**src/rtl/dec_lut_encoder_clk.sv**
```systemverilog
`default_nettype none
// ============================================================================
// Module      : dec_lut_encoder_clk
// Description : Serial shift-add encoder, W = (N * MUL + OFS) mod 2^W_BITS.
//               Processes one bit of N per clock and uses a valid/ready
//               handshake on both the input and the output side.
// Revision    : 1.0 - initial release
// ============================================================================
module dec_lut_encoder_clk #(
    parameter int                         N_BITS = 31,
    parameter int                         W_BITS = 46,
    parameter logic [W_BITS-N_BITS-1:0]   MUL    = (W_BITS-N_BITS)'(32749),
    parameter logic [W_BITS-1:0]          OFS    = '0
) (
    input  logic              clk,
    input  logic              rst,
    input  logic              in_valid,
    output logic              in_ready,
    input  logic [N_BITS-1:0] N,
    output logic [W_BITS-1:0] W,
    output logic              out_valid,
    input  logic              out_ready,
    output logic              busy
);

    // The counter only has to reach N_BITS-1, so it never wraps inside CALC.
    localparam int                 c_CNT_W = (N_BITS > 1) ? $clog2(N_BITS) : 1;
    localparam logic [c_CNT_W-1:0] c_LAST  = c_CNT_W'(N_BITS - 1);

    localparam logic [1:0] c_IDLE = 2'd0;
    localparam logic [1:0] c_CALC = 2'd1;
    localparam logic [1:0] c_HOLD = 2'd2;

    logic [1:0]         r_state;
    logic [1:0]         w_state_nxt;
    logic [N_BITS-1:0]  r_shreg;
    logic [c_CNT_W-1:0] r_cnt;
    logic [W_BITS-1:0]  r_acc;
    logic [W_BITS-1:0]  r_w;
    logic               r_out_valid;

    logic [W_BITS-1:0]  w_mul_ext;
    logic [W_BITS-1:0]  w_addend;
    logic [W_BITS-1:0]  w_acc_sum;
    logic               w_last;

    assign w_mul_ext = {{N_BITS{1'b0}}, MUL};
    assign w_addend  = w_mul_ext << r_cnt;
    // Partial product for the current bit of N; carry-out beyond W_BITS is dropped.
    assign w_acc_sum = r_shreg[0] ? (r_acc + w_addend) : r_acc;
    assign w_last    = (r_cnt == c_LAST);

    // Handshake flags are plain decodes of the registered state.
    assign in_ready  = (r_state == c_IDLE);
    assign busy      = (r_state != c_IDLE);
    assign W         = r_w;
    assign out_valid = r_out_valid;

    // Next-state decode.
    always_comb begin
        w_state_nxt = r_state;
        case (r_state)
            c_IDLE:  if (in_valid)  w_state_nxt = c_CALC;
            c_CALC:  if (w_last)    w_state_nxt = c_HOLD;
            c_HOLD:  if (out_ready) w_state_nxt = c_IDLE;
            default:                w_state_nxt = c_IDLE;
        endcase
    end

    // State register and shift-add datapath; W only updates on CALC->HOLD.
    always_ff @(posedge clk) begin
        if (rst) begin
            r_state     <= c_IDLE;
            r_shreg     <= '0;
            r_cnt       <= '0;
            r_acc       <= '0;
            r_w         <= '0;
            r_out_valid <= 1'b0;
        end else begin
            r_state <= w_state_nxt;
            case (r_state)
                c_IDLE: begin
                    if (in_valid) begin
                        r_shreg <= N;
                        r_acc   <= OFS;
                        r_cnt   <= '0;
                    end
                end
                c_CALC: begin
                    r_acc   <= w_acc_sum;
                    r_shreg <= r_shreg >> 1;
                    if (w_last) begin
                        r_cnt       <= '0;
                        r_w         <= w_acc_sum;
                        r_out_valid <= 1'b1;
                    end else begin
                        r_cnt <= r_cnt + 1'b1;
                    end
                end
                c_HOLD: begin
                    if (out_ready) r_out_valid <= 1'b0;
                end
                default: begin
                    r_out_valid <= 1'b0;
                end
            endcase
        end
    end

endmodule
`default_nettype wire

```
**config.mk**
```make
export PLATFORM = sky130hd
export DESIGN_NAME = dec_lut_encoder_clk
export DESIGN_NICKNAME = d
export VERILOG_FILES = /design/src/rtl/dec_lut_encoder_clk.sv
export SDC_FILE = /design/constraint.sdc
export NUM_CORES = 1
export LEC_CHECK = 0
export CORE_MARGIN = 2
export CORE_UTILIZATION = 60
export CTS_CLUSTER_SIZE = 30
export DETAILED_ROUTE_END_ITERATION = 16
export PLACE_DENSITY = 0.93
export SYNTH_ARGS = -nofsm -noshare
export SYNTH_HDL_FRONTEND = slang
export SYNTH_SLANG_ARGS = --single-unit
```
**constraint.sdc**
```tcl
create_clock -name clk -period 6.5 [get_ports clk]
set_input_delay 1.3 -clock clk [delete_from_list [all_inputs] [get_ports clk]]
set_output_delay 1.3 -clock clk [all_outputs]
set_load 0.1 [all_outputs]
```
==> impl_metrics.toml <==
[outcome]
run_status = "completed"

[setup_path]
crit_path_max_fanout = 30
path_class = "register to register"
crit_path_start_kind = "register"
end_kind = "register"
cp.required_ns = 6.82
cp_data_arrival_time_ns = 4.91

[synthesis]
yosys_warnings = 0
synthCells = 1139
synth_top_cell_area_share_pct = 29.45
synth_area_leaders = "dfxtp_1 (29%), ha_1 (7.6%), a21oi_1 (7.1%)"
yosysTopAreaCell = "dfxtp_1"
synth_area_um2 = 8905
synth_common_cells = "nor2_1 (155), dfxtp_1 (131), a21oi_1 (126), nand2_1 (91), clkbuf_1 (73)"
synth-edff-count = 0
ys_async_sr_fraction_pct = 0
ys_ff_latch = 131
ys_types = 77
synth-seq-area-share_pct = 29.45
synth_ff_type = "dfxtp_1"
yosysMostFrequentCell = "nor2_1"
syn_area_per_cell_um2 = 7.818
syn-num-nets = 1229

[timing]
clock_skew_ns = 0.01258
tightest_slew_ns = 1.163
hold_viol = 0
layout_min_cycle_time_ns = 4.588
fin_crit_sh_pct = 70.58
setup_tns_ns = 0
maxSlewViolCount = 0
rsz0062_at_grt = "false"
fmax_ghz = 0.2180
max_slew_margin_pct = 22.22
setup_viol = 0

[min_path]
hold_class = "register to register"

[clock_tree]
postCtsSetupBuffers = 0
ctsHtreeMaxLevel = 4
cts.sinks = 131
cts_root_buffer = "clkbuf_16"
hold_buffers = 0
cts_buffers = 17
clockBufferDepth = 2
ctsResizeCount = 0
cts_tree = "done"
path_clk_slew_ns = 0.07
worstSkewPairLatency_ns = 0.44

[routing]
post_drt_via_cell_ratio = 6.406
vias = 8731
routed_wl_um = 26160
ant_nets = 0
routedWlPerCell_um = 19.19
drc = 0
first_pass_iters = 6
drtIter0Drc = 1024

[placement]
hpwl_um = 17810
place_area_um2 = 9719
placed_cells = 1331
gp_congestion = 0.9712
portBuffers = 83

[job]
cap_violations = 0

[global_routing]
grt_max_degree = 88
grt_pass1_vias = 8431
antenna_found_initial = 0
grt_pass1_wl_um = 42260
track_usage_pct = 32.68
grt_overflow = 0

[power]
p_seq_share_pct = 36.4
design_power_total_uw = 2419
power.switching_uw = 810.1
combPwrFrac_pct = 24.6
ir_drop_mv = 0.2312
cellPowerDensity_nw_per_um2 = 235.0
power.internal_uw = 1608
clock_power_share_pct = 39.0
total_leakage_power_uw = 0.004037
p_sw_share_pct = 33.50

[final_layout]
stdcell_area_um2 = 10290
layout-drive-gt1-share_pct = 10.18
area_growth_pct = 15.57
final_cells = 1363
multi_input_area_um2 = 5843
ff_latch_area_um2 = 2625
diodes = 0
nFillCells = 1157
fin_nets = 1256

[floorplanning]
die_h_um = 125.8
row_count = 44
die_x_um = 125.8
core-area_um2 = 14530
start_util_pct = 61.27
ioPinCount = 84
die_area_um2 = 15830
==> per-layer routing <==
layer	GRT usage, %	vias up	routed length (um)
li1	-	4184	-
met1	41.77	4098	11150
met2	53.51	366	12290
met3	6.585	83	1788
met4	14.74	0	930
met5	0	-	0
==> cells in the final DEF, fill, tap and decap left out, drive strengths merged, types with 12 or more instances in the layout <==
cell and count:
mux2i 14, ha 54, buf 14, clkbuf 17, mux2 13, o221a 30
a21o 16, o21ai 50, xnor2 29, a21oi 127, a22oi 32, clkdlybuf4s50 82
a22o 14, nor3 33, o21bai 14, nor2b 35, inv 29, a211oi 33
nor2 157, xor2 12, nand4 16, dfxtp 131, nand2 93
==> kinds of logic (layout without fill, tap and decap cells) <==
| logic type | count (synthesis) | in the layout | share of synthesized area [%] |
|---|---|---|---|
| flops | 131 | 131 | 29.45 |
| buf+inv | 114 | 154 | 5.114 |
| fa+ha+maj | 55 | 55 | 7.812 |
| xor+xnor | 41 | 41 | 4.033 |
| simple gates | 392 | 392 | 20.40 |
| compound gates | 379 | 379 | 29.97 |
| mux | 27 | 27 | 3.218 |
==> final timing paths <==
kind | start | end | slack, ns | cells after the start
setup / recovery | r_cnt[2]$_SDFFE_PP0P_ | r_acc[45]$_SDFFE_PP0P_ | 1.91 | 14
hold / removal | W[5]$_SDFFE_PP0P_ | W[5]$_SDFFE_PP0P_ | 0.46 | 2
setup reg to reg | r_cnt[2]$_SDFFE_PP0P_ | r_acc[45]$_SDFFE_PP0P_ | 1.91 | 14
hold reg to reg | W[5]$_SDFFE_PP0P_ | W[5]$_SDFFE_PP0P_ | 0.46 | 2
==> sequential cells by signal, indices dropped and copies added, names as in the netlist <==
name       count
r_state        2
r_acc         46
out_valid      1
W             46
r_cnt          5
r_shreg       31
==> power groups by stage <==
stage	registers, uW	clock network [uW]	logic, uW
after floorplan	886	0	441
after global placement	892	0	565
after detailed placement	895	0	577
after CTS	879	944	586
after global routing	885	979	644
final	881	942	596
==> critical path: stages, from the launching register on <==
cell,delay (ns)
dfxtp_1,0.94
clkinv_1,0.48
o31ai_1,0.44
nor2_1,0.10
a21oi_1,0.25
ha_1,0.26
nand2_2,0.12
o21bai_2,0.23
a22oi_2,0.17
a2111oi_4,0.36
nor2_2,0.13
o311ai_4,0.31
xnor2_1,0.26
nand3_1,0.15
a32o_1,0.26
==> per-stage QoR <==
| stage | utilization (%) | setup slack [ns] | hold slack (ns) |
|---|---|---|---|
| after global placement | 66.87 | 2.118 | 0.4459 |
| final | 70.81 | 1.912 | 0.4599 |
| after detailed placement | 66.87 | 2.037 | 0.4458 |
| after global routing | 70.81 | 1.570 | 0.4749 |
| after floorplan | - | 2.875 | 0.4688 |
| after CTS | 70.81 | 2.023 | 0.4595 |
==> layout make-up <==
class / instances / area share (%)
Clock inverter: 15 / 1.422
Tap cell: 184 / 2.237
Timing Repair Buffer: 96 / 8.973
Clock buffer: 17 / 4.134
Sequential cell: 131 / 25.51
Inverter: 26 / 0.9483
Multi-Input combinational cell: 894 / 56.78
Power figures use the tool's default switching activity.
